$ cat src/rtl/seq_mult_pkg.sv
// Shared types and helpers for the sequential shift-and-add multiplier.
//   state_t   : control FSM encoding (IDLE, CALC, DONE)
//   cnt_width : width of the step counter for a W-bit operand, at least 1 bit
package seq_mult_pkg;

  typedef enum logic [1:0] {
    IDLE = 2'd0,
    CALC = 2'd1,
    DONE = 2'd2
  } state_t;

  // The counter only has to hold W-1, so clog2(W) bits are enough.
  function automatic int cnt_width(input int w);
    return (w <= 2) ? 1 : $clog2(w);
  endfunction

endpackage : seq_mult_pkg

$ cat src/rtl/seq_mult_dp.sv
// Datapath of the sequential shift-and-add multiplier.
// Converts the operands to magnitudes on load, accumulates one partial
// product per step into a W+1-bit high accumulator, shifts {hi, Q} right,
// and presents the sign-corrected 2W-bit product combinationally.
//   clk, rst_n     : clock, asynchronous active-low reset
//   load_i         : capture a_i/b_i/signed_mode_i and clear the accumulator
//   step_i         : perform one add-and-shift iteration
//   signed_mode_i  : 1 = operands are two's complement, 0 = unsigned
//   a_i, b_i       : multiplicand, multiplier (W bits)
//   result_o       : signed/unsigned product of the finished iterations (2W bits)
module seq_mult_dp
  import seq_mult_pkg::*;
#(
  parameter int W = 4
) (
  input  logic           clk,
  input  logic           rst_n,
  input  logic           load_i,
  input  logic           step_i,
  input  logic           signed_mode_i,
  input  logic [W-1:0]   a_i,
  input  logic [W-1:0]   b_i,
  output logic [2*W-1:0] result_o
);

  logic [W-1:0]   m_q, m_d;    // multiplicand magnitude
  logic [W-1:0]   q_q, q_d;    // multiplier magnitude, low half of the product
  logic [W:0]     hi_q, hi_d;  // high accumulator, one extra bit for the carry
  logic           neg_q, neg_d;

  logic           sign_a, sign_b;
  logic [W-1:0]   mag_a, mag_b;
  logic [W:0]     sum;
  logic [W:0]     hi_acc;
  logic [2*W-1:0] mag_prod;

  // In unsigned mode the top bit is just a weight, never a sign.
  assign sign_a = signed_mode_i & a_i[W-1];
  assign sign_b = signed_mode_i & b_i[W-1];

  // |-2^(W-1)| negates to itself, which read as unsigned is the right magnitude.
  assign mag_a = sign_a ? (~a_i + W'(1)) : a_i;
  assign mag_b = sign_b ? (~b_i + W'(1)) : b_i;

  assign sum    = hi_q + {1'b0, m_q};
  assign hi_acc = q_q[0] ? sum : hi_q;

  assign mag_prod = {hi_q[W-1:0], q_q};
  assign result_o = neg_q ? (~mag_prod + (2*W)'(1)) : mag_prod;

  // NOTE: every variable assigned in an always_comb gets a default first,
  // so no path through the block can leave it unassigned and infer a latch.
  always_comb begin
    m_d   = m_q;
    q_d   = q_q;
    hi_d  = hi_q;
    neg_d = neg_q;
    if (load_i) begin
      m_d   = mag_a;
      q_d   = mag_b;
      hi_d  = '0;
      neg_d = sign_a ^ sign_b;
    end else if (step_i) begin
      // Shift {hi_acc, Q} right by one with a zero entering the top.
      hi_d = {1'b0, hi_acc[W:1]};
      q_d  = {hi_acc[0], q_q[W-1:1]};
    end
  end

  // NOTE: these are plain flops, not a memory, so all of them get a reset
  // value; that keeps the datapath deterministic straight out of reset.
  always_ff @(posedge clk or negedge rst_n) begin
    if (!rst_n) begin
      m_q   <= '0;
      q_q   <= '0;
      hi_q  <= '0;
      neg_q <= 1'b0;
    end else begin
      m_q   <= m_d;
      q_q   <= q_d;
      hi_q  <= hi_d;
      neg_q <= neg_d;
    end
  end

endmodule : seq_mult_dp

$ cat src/rtl/seq_mult_shift_add.sv
// Sequential shift-and-add multiplier, one partial product per clock.
// Holds the control FSM, the step counter and the registered handshake
// outputs; the arithmetic lives in seq_mult_dp.
//   clk, rst_n   : clock, asynchronous active-low reset
//   start        : request, accepted only in IDLE
//   signed_mode  : 1 = two's-complement operands, 0 = unsigned (captured with start)
//   a, b         : multiplicand, multiplier (W bits, captured with start)
//   busy         : high from the cycle after an accepted start until done falls
//   done         : one-cycle pulse, product valid
//   product      : 2W-bit result, held until the next result is written
module seq_mult_shift_add
  import seq_mult_pkg::*;
#(
  parameter int W = 4
) (
  input  logic           clk,
  input  logic           rst_n,
  input  logic           start,
  input  logic           signed_mode,
  input  logic [W-1:0]   a,
  input  logic [W-1:0]   b,
  output logic           busy,
  output logic           done,
  output logic [2*W-1:0] product
);

  localparam int CW = cnt_width(W);

  state_t         state_q, state_d;
  logic [CW-1:0]  count_q, count_d;
  logic           busy_q, busy_d;
  logic           done_q, done_d;
  logic [2*W-1:0] product_q, product_d;

  logic           load;
  logic           step;
  logic [2*W-1:0] result;

  seq_mult_dp #(
    .W (W)
  ) u_dp (
    .clk           (clk),
    .rst_n         (rst_n),
    .load_i        (load),
    .step_i        (step),
    .signed_mode_i (signed_mode),
    .a_i           (a),
    .b_i           (b),
    .result_o      (result)
  );

  always_comb begin
    state_d   = state_q;
    count_d   = count_q;
    product_d = product_q;
    done_d    = 1'b0;
    busy_d    = busy_q;
    load      = 1'b0;
    step      = 1'b0;

    // busy drops on the same edge that ends the done pulse; a start accepted
    // on that edge re-raises it below.
    if (done_q) begin
      busy_d = 1'b0;
    end

    unique case (state_q)
      IDLE: begin
        if (start) begin
          state_d = CALC;
          load    = 1'b1;
          count_d = CW'(W - 1);
          busy_d  = 1'b1;
        end
      end
      CALC: begin
        step = 1'b1;
        if (count_q == '0) begin
          state_d = DONE;
        end else begin
          count_d = count_q - CW'(1);
        end
      end
      DONE: begin
        product_d = result;
        done_d    = 1'b1;
        state_d   = IDLE;
      end
      default: begin
        state_d = IDLE;
      end
    endcase
  end

  // NOTE: sequential state is updated with non-blocking assignments so every
  // flop samples the pre-edge values, independent of statement order.
  always_ff @(posedge clk or negedge rst_n) begin
    if (!rst_n) begin
      state_q   <= IDLE;
      count_q   <= '0;
      busy_q    <= 1'b0;
      done_q    <= 1'b0;
      product_q <= '0;
    end else begin
      state_q   <= state_d;
      count_q   <= count_d;
      busy_q    <= busy_d;
      done_q    <= done_d;
      product_q <= product_d;
    end
  end

  assign busy    = busy_q;
  assign done    = done_q;
  assign product = product_q;

endmodule : seq_mult_shift_add

$ cat config.mk
export PLATFORM = sky130hd
export DESIGN_NAME = seq_mult_shift_add
export DESIGN_NICKNAME = d
export VERILOG_FILES = /design/src/rtl/seq_mult_pkg.sv /design/src/rtl/seq_mult_dp.sv /design/src/rtl/seq_mult_shift_add.sv
export SDC_FILE = /design/constraint.sdc
export NUM_CORES = 1
export LEC_CHECK = 0
export CAP_MARGIN = 20
export CORE_UTILIZATION = 58
export DETAILED_ROUTE_END_ITERATION = 12
export GPL_ROUTABILITY_DRIVEN = 0
export PLACE_DENSITY = 0.94
export SLEW_MARGIN = 40
export SYNTH_ARGS = -nofsm -noshare
export SYNTH_HDL_FRONTEND = slang
export SYNTH_HIERARCHICAL = 1
export SYNTH_SLANG_ARGS = --single-unit
$ cat constraint.sdc
create_clock -name clk -period 4.85 [get_ports clk]
set_input_delay 0.97 -clock clk [delete_from_list [all_inputs] [get_ports clk]]
set_output_delay 0.97 -clock clk [all_outputs]
set_load 0.02 [all_outputs]
==> impl_metrics.toml, run 1 <==
[timing]
finalHoldViolations = 0
fin_tns_setup_ps = 0
worstMarginPinSlew_ps = 768.8
period_needed_ps = 2349
slew_violations = 0
fin_crit_sh_pct = 48.43
setup_violations = 0
rsz0062_at_grt = "false"
max_freq_mhz = 425.7
skew_ps = 16.30
slew-limit-headroom_pct = 48.69

[logic_synthesis]
synth_warnings = 6
ys.flop_type = "dfrtp_1"
postSynthCellCount = 156
synth_nets = 177
yosysSeqAreaShare_pct = 41.06
ys_ff_latch = 27
synth_cell_types = 43
ys_async_sr_fraction_pct = 100.0
synth_edf_count = 0
netlist_area_um2 = 1645
synth_area_per_cell_um2 = 10.55

[clock_tree]
clock-sinks = 27
cts_tree = "yes"
path_clk_slew_ps = 150
cts_hold_buf = 0
post-cts-setup-buffer-count = 0
cts_resized = 0
cts_buffer_depth = 2
cts_buffers = 3
htree_levels = 1
clock_latency_ps = 320
root_buffer = "clkbuf_4"

[power_and_ir_drop]
power_frac_clock_pct = 8.1
swShare_pct = 41.56
leakage_nw = 0.8242
internal-power_mw = 0.6844
power.density_nw_per_um2 = 629.5
total_power_mw = 1.171
p_sw_mw = 0.4867
seqPwrFrac_pct = 38.3
ir_drop_uv = 528.4
combPwrFrac_pct = 53.6

[die]
start_util_pct = 64.08
row_count = 18
boundaryPins = 22
dieArea_um2 = 3054
core_um2 = 2567
die_y_um = 55.26
die_x_um = 55.26

[drt]
first_iter_violations = 14
dr.pass1.iters = 5
vias_per_cell = 5.906
wire_per_inst_um = 15.09
drc = 0
ant_nets = 0
routed_wl_um = 3064
num_vias = 1199

[global_route]
grt_usage_pct = 21.43
grt_pass1_wl_um = 5175
first_global_vias = 1197
antenna_found_initial = 0
grt_max_degree = 28
grt_overflow = 0

[placed_design]
place.detailed.hpwl_um = 2298
io_buffers = 21

[cells_and_area]
final_cell_mix = "dfrtp_1, clkdlybuf4s50_1, inv_1"
fillers = 203
fin_nets = 195
area_growth_pct = 13.08
num_antenna_cells = 0
drive_gt1_share_pct = 14.45
mostFrequentLayoutCell = "dfrtp_1"

[worst_setup_path]
critPathMaxFanout = 22
crit_start = "start"
path_class = "input pin to flip-flop"
end_kind = "flip-flop"
crit_required_ps = 5080
crit_arrival_ps = 2580
worst_setup_path_start_kind = "input pin"
r2r_start = "u_dp/hi_q[0]"

[min_path]
hold_path_class = "flip-flop to flip-flop"
hold_start = "product[5]"

[status]
status = "finished, final reports clean"

[job]
cap_violations = 0
==> flip-flops by register name, indices dropped and copies added (netlist names) <==
signal      flops
product         8
count_q         2
busy            1
u_dp/m_q        4
done            1
u_dp/neg_q      1
state_q         2
u_dp/q_q        4
u_dp/hi_q       4
==> final timing paths <==
path | endpoint | slack [ps] | cells past startpoint
worst max-delay path | u_dp/m_q[0] | 2500 | 3
worst min-delay path | product[5] | 530 | 1
worst max register to register | u_dp/hi_q[1] | 3060 | 7
worst min register to register | product[5] | 530 | 1
max in group asynchronous | u_dp/m_q[2] | 3840 | 1
min in group asynchronous | state_q[0] | 620 | 1
==> worst max-delay path, stage by stage <==
cell and delay (ps):
clkdlybuf4s50_1 510, nor3b_4 670, mux2_2 420
==> power groups by stage <==
stage / Combinational [mW] / Sequential (mW) / Clock (mW)
after floorplan: 0.452 / 0.446 / 0
final: 0.628 / 0.448 / 0.0953
after global placement: 0.577 / 0.436 / 0
after detailed placement: 0.617 / 0.450 / 0
after global routing: 0.681 / 0.462 / 0.107
after CTS: 0.624 / 0.447 / 0.0985
==> metrics by stage <==
step	setup WS, ps	instances	util, %	area [um2]	hold WS [ps]
2_1_floorplan	3012	156	-	1645	460.0
3_3_place_gp	1933	199	71.35	1832	465.3
3_5_place_dp	2114	199	71.39	1833	498.7
4_1_cts	2483	203	72.47	1861	534.6
5_1_grt	2427	203	72.47	1861	542.2
6_report	2501	203	72.47	1861	527.8
==> cell families after synthesis <==
| kind of cell | count (synthesis) | synth area share [%] |
|---|---|---|
| AND/OR/NAND/NOR | 43 | 14.98 |
| AO/OA/AOI/OAI | 32 | 13.61 |
| flip-flops | 27 | 41.06 |
| buffers and inverters | 22 | 7.224 |
| multiplexers | 14 | 11.03 |
| XOR/XNOR | 9 | 4.791 |
| adder cells (fa/ha/maj) | 9 | 7.301 |
==> layer usage <==
layer  up-vias  track usage (%)  wire length, um
li1        569                -                -
met1       587            25.31             1266
met2        39            39.93             1660
met3         4            2.108              109
met4         0            7.857               27
met5         -                0                0
==> area by class of cell <==
| cell class | instances | area, um2 | area share (%) |
|---|---|---|---|
| Multi-Input combinational cell | 107 | 862.1 | 46.34 |
| Sequential cell | 27 | 675.6 | 36.31 |
| Timing Repair Buffer | 21 | 205.2 | 11.03 |
| Inverter | 14 | 52.55 | 2.824 |
| Tap cell | 30 | 37.54 | 2.017 |
| Clock buffer | 3 | 22.52 | 1.210 |
| Clock inverter | 1 | 5.005 | 0.2690 |
==> synthesized netlist by cell type (all sizes together) (3+ instances only) <==
cell	instances	area share, %
o21ai	8	2.4
nand2b	4	1.5
buf	5	3.3
a21oi	9	2.7
mux2i	5	3.0
nand3	5	1.5
o31ai	4	3.0
nand2	9	2.1
xnor2	8	4.3
a211oi	3	1.4
dfrtp	27	41
inv	14	3.2
ha	8	6.1
nor2b	5	2.4
mux2	9	8.0
nor2	8	1.8
clkbuf	3	0.68
No activity file was read; power rests on OpenSTA's default activity.
==> run 2, diff against run 1 <==
--- a/config.mk
+++ b/config.mk
@@ -6,10 +6,10 @@
 export NUM_CORES = 1
 export LEC_CHECK = 0
 export CAP_MARGIN = 20
-export CORE_UTILIZATION = 58
+export CORE_UTILIZATION = 49
 export DETAILED_ROUTE_END_ITERATION = 12
 export GPL_ROUTABILITY_DRIVEN = 0
-export PLACE_DENSITY = 0.94
+export PLACE_DENSITY = 0.85
 export SLEW_MARGIN = 40
 export SYNTH_ARGS = -nofsm -noshare
 export SYNTH_HDL_FRONTEND = slang
==> constraint.sdc (replaced) <==
create_clock -name clk -period 1.98 [get_ports clk]
set_input_delay 0.396 -clock clk [delete_from_list [all_inputs] [get_ports clk]]
set_output_delay 0.396 -clock clk [all_outputs]
set_load 0.02 [all_outputs]
==> impl_metrics.toml, run 2 (synthesized netlist as in run 1, its figures left out) <==
[clock_tree]
cts_buffers = 3
post-cts-setup-buffer-count = 0
clock_latency_ps = 320
cts_resized = 0
cts_tree = "yes"
path_clk_slew_ps = 150
htree_levels = 1
root_buffer = "clkbuf_4"
cts_hold_buf = 0
cts_buffer_depth = 2
clock-sinks = 27

[worst_setup_path]
crit_start = "u_dp/hi_q[0]"
endpoint = "u_dp/hi_q[3]"
rr_endpoint = "u_dp/hi_q[3]"
critPathMaxFanout = 6
r2r_start = "u_dp/hi_q[0]"
path_class = "flip-flop to flip-flop"
worst_setup_path_start_kind = "flip-flop"
rrSetupSlack_ps = 130
crit_arrival_ps = 2100
end_kind = "flip-flop"
crit_required_ps = 2230
rr_worst_depth = 7

[global_route]
first_global_vias = 1167
grt_max_degree = 28
antenna_found_initial = 0
grt_pass1_wl_um = 5195
grt_overflow = 0
grt_usage_pct = 19.28

[timing]
skew_ps = 9.943
worst_slack_ps = 131.2
hold_slack_ps = 428.5
worstMarginPinSlew_ps = 385.2
fin_tns_setup_ps = 0
fin_crit_sh_pct = 93.37
slew-limit-headroom_pct = 74.32
period_needed_ps = 1849
slew_violations = 0
finalHoldViolations = 0
max_freq_mhz = 540.9
rsz0062_at_grt = "false"
setup_violations = 0

[job]
cap_violations = 0

[drt]
ant_nets = 0
m1WireLength_um = 1425
first_iter_violations = 28
wire_per_inst_um = 13.90
wl_met3_um = 74
num_vias = 1158
dr.pass1.iters = 4
routed_wl_um = 3071
drc = 0
route.top_layer_used = "met4"
route.met2.wl_um = 1543
vias_per_cell = 5.240

[cells_and_area]
fin_nets = 199
fin_util_pct = 60.92
finalInstanceArea_um2 = 1906
final_cell_mix = "dfrtp_1, clkdlybuf4s50_1, inv_1"
ff_latch_area_um2 = 675.6
num_antenna_cells = 0
drive_gt1_share_pct = 15.25
fillers = 265
multiInputGateArea_um2 = 855.8
final_cells = 221
mostFrequentLayoutCell = "dfrtp_1"
area_growth_pct = 15.82
largest_reg_flops = 8

[power_and_ir_drop]
total_power_mw = 2.894
ir_drop_uv = 628.8
leakage_nw = 0.8400
power.density_nw_per_um2 = 1519

[die]
start_util_pct = 52.60
die_y_um = 59.95
die_x_um = 59.95
dieArea_um2 = 3593
core_um2 = 3128
row_count = 20
boundaryPins = 22

[min_path]
hold_path_class = "input pin to asynchronous set/reset pin"

[placed_design]
dp.cells = 217
io_buffers = 21
place.detailed.hpwl_um = 2347
pre_cts_ws_ps = 213.0
postPlaceCellArea_um2 = 1879

[status]
status = "finished, final reports clean"
## run 2: layer usage
layer / vias up / GRT usage, %
met1: 550 / 24.04
li1: 576 / -
met5: - / 0
met4: 0 / 6.977
met2: 30 / 34.76
met3: 2 / 1.299
## run 2: critical path, cell delays in order (launching register included)
cell      delay [ps]
dfrtp_1          490
ha_1             210
inv_1             60
fa_1             390
nor2b_1          230
o21a_1           140
o211ai_1          80
a21oi_1          180
## run 2: cell type report
| type | instances | area share [%] |
|---|---|---|
| inverters | 14 | 2.758 |
| repair buffers | 25 | 12.61 |
| flip-flops and latches | 27 | 35.46 |
| well taps | 44 | 2.889 |
| clock buffers | 4 | 1.379 |
| multi-input cells | 107 | 44.91 |
## run 2: worst min-delay path by stage
stage	start	to	slack, ps	cells after the start
global route	rst_n	product[3]	440	2
detailed placement	busy	busy	470	1
global placement	busy	busy	460	1
CTS	rst_n	product[0]	430	2
floorplan	rst_n	busy	100	0
finish	rst_n	product[0]	430	2
## run 2: power by group
group / switching [mW] / internal [mW] / total, mW
Clock: 0.159 / 0.0787 / 0.237
Combinational: 0.732 / 0.834 / 1.57
Sequential: 0.292 / 0.799 / 1.09
Total: 1.18 / 1.71 / 2.89
==> RTL change 1: new RTL, flow settings as in run 2 <==
Add an input register stage for `start`, `signed_mode`, `a` and `b`, without a reset; this delays them by one clock. Comments in the files are not updated.
--- a/src/rtl/seq_mult_shift_add.sv
+++ b/src/rtl/seq_mult_shift_add.sv
@@ -26,6 +26,18 @@
 
   localparam int CW = cnt_width(W);
 
+  logic start_q;
+  logic signed_mode_q;
+  logic [W-1:0] a_q;
+  logic [W-1:0] b_q;
+
+  always_ff @(posedge clk) begin
+    start_q       <= start;
+    signed_mode_q <= signed_mode;
+    a_q           <= a;
+    b_q           <= b;
+  end
+
   state_t         state_q, state_d;
   logic [CW-1:0]  count_q, count_d;
   logic           busy_q, busy_d;
@@ -43,9 +55,9 @@
     .rst_n         (rst_n),
     .load_i        (load),
     .step_i        (step),
-    .signed_mode_i (signed_mode),
-    .a_i           (a),
-    .b_i           (b),
+    .signed_mode_i (signed_mode_q),
+    .a_i           (a_q),
+    .b_i           (b_q),
     .result_o      (result)
   );
 
@@ -66,7 +78,7 @@
 
     unique case (state_q)
       IDLE: begin
-        if (start) begin
+        if (start_q) begin
           state_d = CALC;
           load    = 1'b1;
           count_d = CW'(W - 1);
Check against the original RTL: not equivalent (a bounded check fails within 4 cycles, from zero or initial values and one cycle with rst_n low).
==> RTL change 1 against run 2 <==
- setup slack better by 93 ps
- sequential power up 18%
- total power up 13%
- area after synthesis up 12%
- critical path depth unchanged
- final area up 13%
- first-iteration DRC count up 130%
- wire length up 1.9%
- sequential cell count up 10
- global-route usage down 1.2 points
- critical path type unchanged
==> RTL change 1: results (changes against run 2) <==
| Metric | Value |
|---|---|
| Met2 WL post-DR | 1.52 mm (-1.3%) |
| Number of global-route vias before repair | 1281 (+9.8%) |
| Antenna diodes | 0 (unchanged) |
| Met3 routed WL | 145 um (+96%) |
| Fraction of layout cells with a size suffix above 1 | 15.3% (+0.090 points) |
| Uppermost layer routed | met4 |
| Syn nets | 187 (+5.6%) |
| Synth area leaders | dfrtp_1, dfxtp_1, mux2_4 |
| Clock root buffer | clkbuf_8 |
| Worst R2R Setup Slack | 220 ps (+90 ps) |
| WL/cell | 13.3 um (-4.2%) |
| Yosys cell types | 44 (+2.3%) |
| Seq/Total Area, Yosys | 47.5% (+6.4 points) |
| Register share of total power | 39.6% (+1.9 points) |
| Synth Area in XOR/XNOR | 4.27% (-0.52 points) |
| Worst path max stage delay | 470 ps (-20 ps) |
| Setup crit end | u_dp/hi_q[1]$_DFFE_PN0P_ |
| Final nets | 209 (+5.0%) |
| Synth cell count leaders | dfrtp_1, inv_1, dfxtp_1, a21oi_1, nand2_1 |
| Mux cell area share after synthesis | 9.83% (-1.2 points) |
| First-pass GRT wire length | 5.51 mm (+6.1%) |
| Clk pin slew, worst setup/hold paths | 70 ps (-80 ps) |
| Clock latency on the worst-skew pair | 290 ps (-30 ps) |
| P_sw | 1.24 mW (+4.7%) |
| Least-Margin Pin Slew | 556 ps (+171 ps) |
| Synth Area in Adders | 6.51% (-0.79 points) |
| DR vias/cell | 5.24 (about the same) |
| Static Leakage | 0.949 nW (+13%) |
| Crit-path max FO | 6 (unchanged) |
| Worst clock skew | 9.95 ps (+0.0114 ps) |
| Status | complete, no violations |
| Combinational cell power | 1.47 mW (-6%) |
| CP arrival | 1960 ps (-140 ps) |
| Dpl hpwl | 2.26 mm (-3.7%) |
| H-tree depth | 2 (+1) |
| Routed length on met1 | 1.39 mm (-2.8%) |
| Total track usage | 18.1% (-1.2 points) |
| DRT iter0 DRCs | 64 (+130%) |
==> RTL change 1: cell count changes in the layout (fill, tap and decap cells not counted), sizes merged <==
cell    before  now
clkbuf       4    6
clkinv       0    2
buf          4    2
dfxtp        0   10
==> RTL change 1: layout make-up <==
cell class	count	area [um^2]	area share, %
clock inverter	2	10.0	0.466
multi-input combinational	107	856	39.8
clock buffer	6	72.6	3.38
tap	46	57.6	2.68
timing repair buffer	23	225	10.5
inverter	14	52.6	2.44
sequential	37	876	40.7
==> RTL change 1: per-layer routing <==
layer | track usage (%) | vias up
met5 | 0 | -
met4 | 10.5 | 0
met3 | 6.16 | 10
met2 | 29.1 | 35
met1 | 20.6 | 580
li1 | - | 607
==> RTL change 1: through the flow <==
stage                     hold slack (ps)  std cells  power (mW)  setup WS, ps  area (um^2)
after detailed placement              471        227        2.77           253         2070
final                                 473        235        3.27           224         2150
after global placement                457        227        2.67           326         2070
after global routing                  499        235        3.52          58.8         2150
after CTS                             485        235        3.29           239         2150
after floorplan                       100        166        2.41           377         1850
==> RTL change 2: new RTL, settings of run 2 <==
Without the edit above. Encoding of `state_t`: now one-hot (3 bits for 3 states).
--- a/src/rtl/seq_mult_pkg.sv
+++ b/src/rtl/seq_mult_pkg.sv
@@ -3,10 +3,10 @@
 //   cnt_width : width of the step counter for a W-bit operand, at least 1 bit
 package seq_mult_pkg;
 
-  typedef enum logic [1:0] {
-    IDLE = 2'd0,
-    CALC = 2'd1,
-    DONE = 2'd2
+  typedef enum logic [2:0] {
+    IDLE = 3'b001,
+    CALC = 3'b010,
+    DONE = 3'b100
   } state_t;
 
   // The counter only has to hold W-1, so clog2(W) bits are enough.
Check against the original RTL: no difference found for any inputs over 10 cycles, from zero or initial values and one cycle with rst_n low; not proved beyond that.
==> RTL change 2 against run 2 <==
- core utilization rose by 1.5 points
- sequential cell count rose by 1
- sequential power fell by 15%
- largest cell class unchanged
- sequential share of layout area rose by 1.1 points
- total power fell by 25%
- area after synthesis fell by 2.4%
- combinational power fell by 44%
- critical path type is now register to output pin
- hold slack got worse by 20 ps
- wire length fell by 7.1%
- register-to-register slack improved by 200 ps
- setup slack improved by 130 ps
- non-clock buffer count rose by 1
- final area rose by 0.79%
==> RTL change 2: results (changes against run 2) <==
| Metric | Value |
|---|---|
| Fraction of layout cells with a size suffix above 1 | 14.6% (-0.65 points) |
| Dpl hpwl | 2.19 mm (-6.8%) |
| Clock latency on the worst-skew pair | 330 ps |
| CP max stage cell | clkdlybuf4s50_1 |
| Top delay family on crit path | buffers and inverters |
| Number of global-route vias before repair | 1138 (-2.5%) |
| Synth area leaders | dfrtp_1, mux2_2, ha_1 |
| Vias | 1167 (+0.78%) |
| WL/cell | 12.8 um (-7.5%) |
| Crit-path max FO | 2 (-4) |
| Yosys cell types | 38 (-12%) |
| Seq/Total Area, Yosys | 43.7% (+2.7 points) |
| Largest net degree at the start of global routing | 29 (+3.6%) |
| Clk pin slew, worst setup/hold paths | 150 ps (about the same) |
| Fin crit share | 86.7% (-6.7 points) |
| Static Leakage | 0.862 nW (+2.6%) |
| H-tree depth | 1 (unchanged) |
| Final nets | 200 (+0.50%) |
| Worst-case clock buffer depth | 2 (unchanged) |
| Max reg flops | 8 (unchanged) |
| Cell area after layout | 1920 um^2 (+0.79%) |
| Synth cell count leaders | dfrtp_1, inv_1 |
| IO buf count | 21 (unchanged) |
| First-pass GRT wire length | 4.90 mm (-5.7%) |
| Antenna diodes | 0 (unchanged) |
| Post-Place Setup Slack | 259 ps (+46.2 ps) |
| DRT Pass-1 Iters | 4 (unchanged) |
| Async SR Flop Fraction | 100% (unchanged) |
| Worst path max stage delay | 610 ps (+120 ps) |
| Syn nets | 176 (-0.56%) |
| Fillers | 255 (-3.8%) |
| Worst clock skew | 5.87 ps (-4.07 ps) |
| DRT iter0 DRCs | 19 (-32%) |
| Hold Vio Cnt, Final | 0 (unchanged) |
| Clock root buffer | clkbuf_4 |
| Worst R2R Setup Slack | 330 ps (+200 ps) |
| Total track usage | 18.6% (-0.70 points) |
| Syn. warnings | 6 (unchanged) |
| Status | complete, no violations |
| VDD IR max | 0.477 mV (-24%) |
| CP arrival | 1320 ps (-780 ps) |
| Least-Margin Pin Slew | 341 ps (-44.3 ps) |
| Main synth FF type | dfrtp_1 |
-- RTL change 2: power by group --
group / internal [mW] / switching [mW] / total (mW)
registers: 0.727 / 0.198 / 0.925
clock network: 0.205 / 0.169 / 0.374
logic: 0.439 / 0.446 / 0.885
-- RTL change 2: layout make-up --
type	instances	area share (%)
Tap cell	44	2.87
Clock buffer	3	1.17
Inverter	15	2.93
Clock inverter	1	1.56
Timing Repair Buffer	26	12.9
Multi-Input combinational cell	105	42.0
Sequential cell	28	36.5
-- RTL change 2: cells by family after synthesis --
group	share of synthesized area [%]
DFF	43.7
adders and majority gates	7.48
AOI/OAI and AO/OA	11.9
xor gates and xnor gates	4.91
muxes	11.0
and+or+nand+nor	15.0
buffers and inverters	6.00
-- RTL change 2: routing by layer --
layer,global-route usage (%),up-vias,part of all wire (%)
li1,-,579,-
met1,21.8,555,45
met2,34.3,29,50
met3,2.62,4,3.4
met4,6.12,0,1.1
met5,0,-,0
-- RTL change 2: path summary, 6_finish.rpt --
kind | cells past startpoint | from | end
worst min register to register | 1 | count_q[0]$_DFFE_PN0P_ | count_q[0]$_DFFE_PN0P_
worst min-delay path | 2 | rst_n | count_q[1]$_DFFE_PN0P_
min in group clk | 1 | count_q[0]$_DFFE_PN0P_ | count_q[0]$_DFFE_PN0P_
max in group asynchronous | 2 | rst_n | state_q[0]$_DFFE_PN1P_
worst max register to register | 6 | u_dp/hi_q[1]$_DFFE_PN0P_ | u_dp/hi_q[1]$_DFFE_PN0P_
worst max-delay path | 1 | done$_DFF_PN0_ | done
-- RTL change 2: metrics by stage --
stage	power [mW]	instances	hold WS [ps]
final	2.18	222	408
after global routing	2.35	222	443
after CTS	2.19	222	421
after detailed placement	1.82	218	476
after global placement	1.74	218	462
after floorplan	1.59	155	100
